<file path="src/rtl/data_mem_if.sv">
// CPU data-memory port bundle: request signals from the CPU, read data and ready from the memory.
interface data_mem_if #(
    parameter int unsigned DATA_W = 16,
    parameter int unsigned ADDR_W = 5
);
    logic              r_w;
    logic [ADDR_W-1:0] addr;
    logic [DATA_W-1:0] data_mem_in;
    logic [DATA_W-1:0] data_mem_out;
    logic              ready;

    modport master (
        output r_w,
        output addr,
        output data_mem_in,
        input  data_mem_out,
        input  ready
    );

    modport slave (
        input  r_w,
        input  addr,
        input  data_mem_in,
        output data_mem_out,
        output ready
    );
endinterface

</file>
<file path="src/rtl/data_mem_responder.sv">
// data_mem_responder: word-addressed data RAM for a single-cycle CPU.
// Reads are combinational, writes commit on the rising edge. After every reset a
// clear sequencer writes CLEAR_VAL to every word before ready rises.
// Optional macro DMEM_MMIO_TIMER_EN: the top word becomes a loadable free-running
// cycle counter instead of RAM.
module data_mem_responder #(
    parameter int unsigned       DATA_W    = 16,
    parameter int unsigned       ADDR_W    = 5,
    parameter int unsigned       DEPTH     = 32,
    parameter logic [DATA_W-1:0] CLEAR_VAL = '0
) (
    input  logic      clk,
    input  logic      rst_n,
    data_mem_if.slave bus
);

    localparam logic [ADDR_W-1:0] LAST_ADDR = ADDR_W'(DEPTH - 1);
`ifdef DMEM_MMIO_TIMER_EN
    localparam int unsigned RAM_WORDS = DEPTH - 1;
`else
    localparam int unsigned RAM_WORDS = DEPTH;
`endif

    typedef enum logic {
        CLEAR = 1'b0,
        RUN   = 1'b1
    } state_t;

    state_t            state_q, state_d;
    logic [ADDR_W-1:0] clr_ptr_q, clr_ptr_d;
    logic              ready_q;

    logic              mem_we_c;
    logic [ADDR_W-1:0] mem_waddr_c;
    logic [DATA_W-1:0] mem_wdata_c;
    logic [DATA_W-1:0] rd_data_c;

    logic [DATA_W-1:0] mem [RAM_WORDS];

    // State, clear pointer and ready registers; reset restarts the clear sequence.
    always_ff @(posedge clk or negedge rst_n) begin
        if (!rst_n) begin
            state_q   <= CLEAR;
            clr_ptr_q <= '0;
            ready_q   <= 1'b0;
        end else begin
            state_q   <= state_d;
            clr_ptr_q <= clr_ptr_d;
            ready_q   <= (state_d == RUN);
        end
    end

    // Next state: walk the clear pointer over every word, then settle in RUN.
    always_comb begin
        state_d   = state_q;
        clr_ptr_d = clr_ptr_q;
        case (state_q)
            CLEAR: begin
                clr_ptr_d = clr_ptr_q + ADDR_W'(1);
                if (clr_ptr_q == LAST_ADDR) begin
                    state_d = RUN;
                end
            end
            RUN: begin
                state_d = RUN;
            end
            default: begin
                state_d   = CLEAR;
                clr_ptr_d = '0;
            end
        endcase
    end

    // Write-port select: clear sequencer owns the port in CLEAR, the CPU in RUN.
    // An X on r_w fails the if-test, so it behaves as a read.
    always_comb begin
        mem_we_c    = 1'b0;
        mem_waddr_c = bus.addr;
        mem_wdata_c = bus.data_mem_in;
        if (state_q == CLEAR) begin
            mem_we_c    = rst_n;
            mem_waddr_c = clr_ptr_q;
            mem_wdata_c = CLEAR_VAL;
        end else if (bus.r_w == 1'b1) begin
            mem_we_c = 1'b1;
        end
`ifdef DMEM_MMIO_TIMER_EN
        if (mem_waddr_c == LAST_ADDR) begin
            mem_we_c = 1'b0;
        end
`endif
    end

    // RAM array write; no reset, contents are rebuilt by the clear sequence.
    always_ff @(posedge clk) begin
        if (mem_we_c) begin
            mem[mem_waddr_c] <= mem_wdata_c;
        end
    end

`ifdef DMEM_MMIO_TIMER_EN
    logic [DATA_W-1:0] tmr_q;

    // Cycle counter at the top address: held at zero while clearing, loadable by CPU writes.
    always_ff @(posedge clk or negedge rst_n) begin
        if (!rst_n) begin
            tmr_q <= '0;
        end else if (state_q == CLEAR) begin
            tmr_q <= '0;
        end else if (bus.r_w == 1'b1 && bus.addr == LAST_ADDR) begin
            tmr_q <= bus.data_mem_in;
        end else begin
            tmr_q <= tmr_q + DATA_W'(1);
        end
    end
`endif

    // Combinational read path; forced to zero until the clear sequence finishes.
    always_comb begin
        rd_data_c = '0;
        if (state_q == RUN) begin
`ifdef DMEM_MMIO_TIMER_EN
            if (bus.addr == LAST_ADDR) begin
                rd_data_c = tmr_q;
            end else begin
                rd_data_c = mem[bus.addr];
            end
`else
            rd_data_c = mem[bus.addr];
`endif
        end
    end

    assign bus.data_mem_out = rd_data_c;
    assign bus.ready        = ready_q;

endmodule

</file>
<file path="src/flat_wrapper.sv">
// flat-port wrapper written by rule: the top's interface ports become plain ports
module data_mem_responder_flat 
#(
    parameter int unsigned       DATA_W    = 16,
    parameter int unsigned       ADDR_W    = 5,
    parameter int unsigned       DEPTH     = 32,
    parameter logic [DATA_W-1:0] CLEAR_VAL = '0
)
  (clk, rst_n, bus_r_w, bus_addr, bus_data_mem_in, bus_data_mem_out, bus_ready);
  data_mem_if #(.DATA_W(DATA_W), .ADDR_W(ADDR_W)) bus_i ();
  input  logic clk;
  input  logic rst_n;
  input wire logic [$bits(bus_i.r_w)-1:0] bus_r_w;
  input wire logic [$bits(bus_i.addr)-1:0] bus_addr;
  input wire logic [$bits(bus_i.data_mem_in)-1:0] bus_data_mem_in;
  output wire logic [$bits(bus_i.data_mem_out)-1:0] bus_data_mem_out;
  output wire logic [$bits(bus_i.ready)-1:0] bus_ready;
  assign bus_i.r_w = bus_r_w;
  assign bus_i.addr = bus_addr;
  assign bus_i.data_mem_in = bus_data_mem_in;
  assign bus_data_mem_out = bus_i.data_mem_out;
  assign bus_ready = bus_i.ready;
  data_mem_responder #(.DATA_W(DATA_W), .ADDR_W(ADDR_W), .DEPTH(DEPTH), .CLEAR_VAL(CLEAR_VAL)) u_core (.clk(clk), .rst_n(rst_n), .bus(bus_i));
endmodule
</file>
<file path="config.mk">
export PLATFORM = sky130hd
export DESIGN_NAME = data_mem_responder_flat
export DESIGN_NICKNAME = d
export VERILOG_FILES = /design/src/rtl/data_mem_if.sv /design/src/rtl/data_mem_responder.sv /design/src/flat_wrapper.sv
export SDC_FILE = /design/constraint.sdc
export NUM_CORES = 1
export LEC_CHECK = 0
export BUFFER_PORTS_ARGS = -buffer_cell sky130_fd_sc_hd__buf_4
export CAP_MARGIN = 30
export CELL_PAD_IN_SITES_DETAIL_PLACEMENT = 0
export CELL_PAD_IN_SITES_GLOBAL_PLACEMENT = 1
export CORE_ASPECT_RATIO = 0.9
export CORE_UTILIZATION = 35
export CTS_CLUSTER_DIAMETER = 120
export CTS_CLUSTER_SIZE = 40
export DETAILED_ROUTE_END_ITERATION = 10
export GPL_TIMING_DRIVEN = 0
export PLACE_DENSITY = 0.62
export SLEW_MARGIN = 25
export SYNTH_ARGS = -nofsm -noshare
export SYNTH_HDL_FRONTEND = slang
export SYNTH_SLANG_ARGS = --single-unit
</file>
<file path="constraint.sdc">
create_clock -name clk -period 3.1 [get_ports clk]
set_input_delay 0.62 -clock clk [delete_from_list [all_inputs] [get_ports clk]]
set_output_delay 0.62 -clock clk [all_outputs]
set_load 0.1 [all_outputs]
</file>
==> results.tsv, run 1 <==
metric	value	unit
status	finished, violations left	
failing checks	negative setup slack	
wire per inst	26.53	µm
clock tree buffer depth	3	
switching share of power	23.49	%
register area share after synthesis	76.39	%
met3 wire length	2824	µm
Post-synth top flop	edfxtp_1	
part of the power in combinational logic	10.1	%
WL met2	23500	µm
Rows	83	
WHS	0.3773	ns
Setup CP Type	primary input to output pin	
Fillers	4995	
post-synthesis cell type count	47	
area grow syn2layout	16.75	%
Final ANT Viol Nets	0	
VDD IR max	452.4	µV
unrepaired setup endpoints after global routing	yes	
H-tree depth	1	
global placement routability congestion	0.7827	
Post-synth EDFFs	512	
root buffer cell	clkbuf_16	
R2R setup slack	0.22	ns
syn nets	1082	
clk slew on worst S/H paths	0.15	ns
Die Y	230.6	µm
Routed WL	51360	µm
final slew viol count	0	
Layout Nets	1189	
clock skew	0.05030	ns
clock share of power	25.8	%
Worst R2R End	u_core.mem[15][6]$_DFFE_PP_	
TritonCTS clock tree	yes	
Worst setup EP type	output pin	
Sequential Power Share	64.1	%
worst reg2reg path depth	7	
Yosys reg bits	518	
worst-margin pin slew	0.8280	ns
Layout Cells excl Fill	1936	
Critical Path Source Type	primary input	
drt pass-1 iters	7	
first-pass GRT wire length	73600	µm
most frequent cells in the layout	edfxtp_1 (512), mux2i_1 (159), a22oi_1 (51), buf_4 (50), mux4_2 (49)	
synth warn	0	
GR Overflow Total	0	
IO Port Bufs	38	
GRT Resource Usage Total	17.37	%
Syn Inst Count	1056	
Post-Syn Area per Cell	19.25	µm²
Die X	256.0	µm
# DRC	0	
# diodes	0	
Post-Syn Area	20320	µm²
initial antenna violation count	0	
net switching power figure	0.002824	W
vias in the first global route	10098	
via-per-instance ratio	5.280	
Vias	10222	
First DRT Iteration DRCs	985	
Worst Path Required	2.48	ns
Hold WC Path Type	primary input to asynchronous set/reset pin	
Final Cycle Share	102.8	%
Worst Path Max Fanout	6	
asr flop ratio synth	1.158	%
pin count of the biggest net entering global routing	42	
Routed met1 length	23920	µm
Worst-Skew Late Latency	0.58	ns
Die Area	59040	µm²
final hold violations	0	
internal power	0.009199	W
Leak	7.731	nW
core area	57220	µm²
R2R Path Start	u_core.state_q$_DFF_PN0_	
max_cap viols	0	
Crit path arrival time	2.57	ns
pwr/cell area	506.7	nW/µm²
commonest non-fill, non-tap cell in the layout	edfxtp_1	
post-detail-place hpwl	35070	µm
Tmin final	3.186	ns
TritonCTS buffer count	17	
relative slew slack	44.80	%
IO Pins	41	
Final WS setup	-0.08551	ns
Setup violations, final	6	
share of cells above drive strength 1	27.92	%
Initial Utilization	35.52	%
uppermost routed layer	met4	
Placed Cells	1893	
Fmax achieved	0.3139	GHz
Pwr Total	0.01202	W
Clock Sink Count	518	
==> cell families (layout without fill, tap and decap cells) <==
family                   count (synthesis)  count (layout)  share of synthesized area, %
AO/OA/AOI/OAI                          120             120                         4.414
XOR/XNOR                                 3               3                        0.1293
adder cells (fa/ha/maj)                  2               2                        0.1231
buffers and inverters                   65             180                         1.711
flip-flops                             518             518                         76.39
multiplexers                           211             211                         13.43
AND/OR/NAND/NOR                        137             137                         3.811
==> layout make-up <==
class                           count  area [µm²]  share of cell area (%)
Buffer                             57       543.0                   2.288
Timing Repair Buffer               93        1189                   5.009
Inverter                            3       23.77                  0.1002
Multi-Input combinational cell    473        4981                   20.99
Clock buffer                       23       447.9                   1.888
Sequential cell                   518       15530                   65.44
Clock inverter                      4       58.81                  0.2478
Tap cell                          765       957.2                   4.034
==> power groups by stage <==
stage / sequential, W / clock, W / combinational, W
2_1_floorplan: 0.00787 / 0 / 0.000667
3_3_place_gp: 0.00787 / 0 / 0.00102
3_5_place_dp: 0.00787 / 0 / 0.00107
4_1_cts: 0.00771 / 0.00316 / 0.00120
5_1_grt: 0.00771 / 0.00337 / 0.00126
6_report: 0.00771 / 0.00310 / 0.00121
==> synthesized netlist by cell type, types with 3 or more instances <==
cell / n / share of area (%)
a221oi_1: 16 / 0.69
mux2i_1: 159 / 7.8
and4b_1: 3 / 0.15
nor2_1: 49 / 0.90
nor3_1: 8 / 0.20
nand4_1: 15 / 0.46
nand2_1: 15 / 0.28
mux2_2: 3 / 0.17
and2_1: 17 / 0.52
xnor2_1: 3 / 0.13
nand3b_1: 3 / 0.11
dfrtp_1: 6 / 0.74
edfxtp_1: 512 / 76
buf_2: 26 / 0.64
o22a_1: 15 / 0.65
nor2b_1: 3 / 0.092
clkbuf_1: 23 / 0.42
buf_6: 4 / 0.22
mux4_2: 49 / 5.4
buf_4: 8 / 0.30
a21oi_1: 17 / 0.42
nor3_2: 8 / 0.39
a22oi_1: 63 / 2.3
==> stage by stage <==
stage	setup TNS, ns	cell area, µm²	utilization, %	setup slack, ns
after floorplan	0	20470	-	0.004051
after global placement	-350.32	21710	37.94	-0.8957
after detailed placement	-29.88	22340	39.05	-0.7204
after CTS	-1.283	23560	41.17	-0.1621
after global routing	-0.8999	23730	41.47	-0.1412
final	-0.2222	23730	41.47	-0.08551
==> critical path, cell delays in order <==
cell,delay (ns)
buf_16,0.13
buf_12,0.13
nor4bb_4,0.20
clkbuf_8,0.18
a221oi_4,0.35
nand4_1,0.42
nor3_4,0.30
buf_12,0.21
==> metal layers <==
metal	GRT usage (%)	vias up
met5	0	-
met4	3.761	0
met3	2.448	38
met2	27.34	266
met1	25.62	5430
li1	-	4488
==> flip-flops by register name, indices dropped and copies added, names as in the netlist <==
signal / count
u_core.clr_ptr_q: 5
u_core.state_q: 1
u_core.mem: 512
==> timing repair <==
item                                    in CTS  in global routing
hold buffers                                 1                  0
setup buffers                               12                  5
resized for setup                          146                 39
cloned                                       3                  0
endpoints found under the hold margin        6                  0
endpoints found under the setup margin      16                 30
pin swaps                                   21                 17
==> worst max-delay path by stage <==
stage	start	to	slack, ns
after floorplan	bus_addr[0]	bus_data_mem_out[10]	0.004
after global placement	bus_addr[2]	u_core.mem[28][6]$_DFFE_PP_	-0.90
after detailed placement	bus_addr[3]	bus_data_mem_out[9]	-0.72
after CTS	bus_addr[0]	bus_data_mem_out[9]	-0.16
after global routing	u_core.state_q$_DFF_PN0_	bus_data_mem_out[0]	-0.14
final	bus_addr[0]	bus_data_mem_out[9]	-0.09
Note: power is estimated with default switching activity, not from simulation.
==> run 2: changes to the inputs <==
--- a/config.mk
+++ b/config.mk
@@ -7,15 +7,14 @@
 export LEC_CHECK = 0
 export BUFFER_PORTS_ARGS = -buffer_cell sky130_fd_sc_hd__buf_4
 export CAP_MARGIN = 30
-export CELL_PAD_IN_SITES_DETAIL_PLACEMENT = 0
-export CELL_PAD_IN_SITES_GLOBAL_PLACEMENT = 1
 export CORE_ASPECT_RATIO = 0.9
+export CORE_MARGIN = 5
 export CORE_UTILIZATION = 35
 export CTS_CLUSTER_DIAMETER = 120
 export CTS_CLUSTER_SIZE = 40
 export DETAILED_ROUTE_END_ITERATION = 10
 export GPL_TIMING_DRIVEN = 0
-export PLACE_DENSITY = 0.62
+export PLACE_DENSITY = 0.57
 export SLEW_MARGIN = 25
 export SYNTH_ARGS = -nofsm -noshare
 export SYNTH_HDL_FRONTEND = slang
==> results.tsv, run 2 (synthesized netlist as in run 1, its figures left out) <==
metric	value	unit	change
area grow syn2layout	16.49	%	
root buffer cell	clkbuf_16		
Clock Sink Count	518		unchanged
Critical Path Source Type	primary input		
IO Pins	41		unchanged
relative slew slack	38.08	%	-6.7 points
crit-path cells	buf_12 > buf_12 > nor4bb_4 > clkbuf_8 > buf_12 > a221oi_4 > nand4_1 > nor3_4 > buf_12		
Vias	10300		+0.76%
Hold WC Path Type	primary input to asynchronous set/reset pin		
Crit path arrival time	2.47	ns	-0.10 ns
area of the multi-input gates	5070	µm²	+1.8%
Worst-Skew Late Latency	0.56	ns	-0.02 ns
via-per-instance ratio	5.331		+0.97%
TritonCTS buffer count	16		-1
clock skew	0.02855	ns	-0.02175 ns
final hold violations	0		unchanged
Die X	264.0	µm	+3.1%
Die Area	63000	µm²	+6.7%
Leak	7.673	nW	-0.75%
Worst Path Max Fanout	5		-1
pwr/cell area	501.5	nW/µm²	-1.0%
Register Area	15530	µm²	unchanged
worst-margin pin slew	0.9278	ns	+0.09982 ns
Initial Utilization	35.45	%	-0.064 points
clock tree buffer depth	3		unchanged
Final Util	41.30	%	-0.17 points
most frequent cells in the layout	edfxtp_1 (512), mux2i_1 (159), mux4_2 (49), buf_4 (47), a22oi_1 (47)		
initial antenna violation count	1		+1
IO Port Bufs	38		unchanged
Fillers	5107		+2.2%
unrepaired setup endpoints after global routing	yes		
share of cells above drive strength 1	28.53	%	+0.61 points
Rows	83		unchanged
Tmin final	3.086	ns	-0.09993 ns
Reg with most FFs	u_core.mem		
Crit path top cell by count	buf_12		
First DRT Iteration DRCs	1105		+12%
global placement routability congestion	0.7986		+2.0%
Worst setup EP type	output pin		
Layout Nets	1187		-0.17%
# DRC	0		unchanged
VDD IR max	321.0	µV	-29%
H-tree depth	1		unchanged
Slowest cell on crit path	nand4_1		
Die Y	238.6	µm	+3.5%
max incr delay on CP	0.35	ns	-0.07 ns
status	completed		
commonest non-fill, non-tap cell in the layout	edfxtp_1		
post-detail-place hpwl	33270	µm	-5.1%
GR Overflow Total	0		unchanged
TritonCTS clock tree	yes		
max FFs per register	512		unchanged
Routed WL	50560	µm	-1.5%
Final ANT Viol Nets	0		unchanged
first-pass GRT wire length	71890	µm	-2.3%
core area	57330	µm²	+0.18%
Fmax achieved	0.3241	GHz	+3.2%
# diodes	0		unchanged
Setup CP Type	primary input to output pin		
wire per inst	26.17	µm	-1.3%
Final Cycle Share	99.53	%	-3.2 points
GRT Resource Usage Total	15.57	%	-1.8 points
clk slew on worst S/H paths	0.15	ns	about the same
pin count of the biggest net entering global routing	42		unchanged
vias in the first global route	9988		-1.1%
Setup violations, final	0		-6
Largest regs	u_core.mem (512), u_core.clr_ptr_q (5), u_core.state_q (1)		
final slew viol count	0		unchanged
Worst Path Required	2.48	ns	about the same
max_cap viols	0		unchanged
drt pass-1 iters	6		-1
Setup TNS Final	0	ns	+0.2222 ns
[run 2: changes by cell type in the layout (fill, tap and decap cells not counted), sizes merged]
cell / delta
clkinv: -2
clkbuf: -1
inv: -1
[run 2: worst max-delay path: cells and delay by family]
family | cells | cell delay [ns]
AO/OA/AOI/OAI | 1 | 0.30
buffers and inverters | 5 | 0.74
AND/OR/NAND/NOR | 3 | 0.80
[run 2: layout make-up]
cell class	count	share of cell area [%]
tap	765	4.043
buffer	57	2.209
sequential	518	65.59
multi-input combinational	473	21.41
clock inverter	1	0.01585
inverter	3	0.1004
clock buffer	23	1.892
timing repair buffer	92	4.735
[run 2: per-stage QoR]
step | setup slack, ns | power (W) | area (µm²) | cells | hold slack (ns)
finish | 0.01443 | 0.01187 | 23680 | 1932 | 0.3804
global route | -0.007357 | 0.01223 | 23680 | 1932 | 0.3724
CTS | -0.05166 | 0.01194 | 23560 | 1928 | 0.3626
detailed placement | -0.5734 | 0.008920 | 22260 | 1889 | 0.4470
global placement | -0.9277 | 0.008882 | 21710 | 1859 | 0.4423
floorplan | 0.004051 | 0.008534 | 20470 | 1056 | 0.3244
[run 2: final timing paths]
path                            slack [ns]                       startpoint                              end  cells past startpoint
worst max-delay path                  0.01                      bus_addr[0]              bus_data_mem_out[5]                      9
worst min-delay path                  0.38                            rst_n         u_core.state_q$_DFF_PN0_                      2
worst max register to register        0.14         u_core.state_q$_DFF_PN0_      u_core.mem[1][10]$_DFFE_PP_                      6
worst min register to register        0.52  u_core.clr_ptr_q[0]$_DFFE_PN0N_  u_core.clr_ptr_q[0]$_DFFE_PN0N_                      1
max in group asynchronous             2.58                            rst_n         u_core.state_q$_DFF_PN0_                      2
min in group clk                      0.52  u_core.clr_ptr_q[0]$_DFFE_PN0N_  u_core.clr_ptr_q[0]$_DFFE_PN0N_                      1
[run 2: timing repair]
action                                  in CTS  in global routing
endpoints found under the setup margin      16                 20
pin swaps                                   27                 20
hold endpoints to repair                     6                  0
buffers inserted                            16                  3
resized for setup                          166                 19
gates cloned                                 3                  1
hold buffers                                 1                  0
[run 2: where the power goes]
group / internal, W / switching, W
clock network: 0.00103 / 0.00193
registers: 0.00771 / 0.00000176
logic: 0.000408 / 0.000790
total: 0.00915 / 0.00273
[run 2: per-layer routing]
metal	up-vias	GRT usage [%]	share of wire, %
li1	4481	-	-
met1	5464	23.84	47
met2	320	24.35	46
met3	33	2.429	6.5
met4	2	2.101	1.0
met5	-	0	0.026
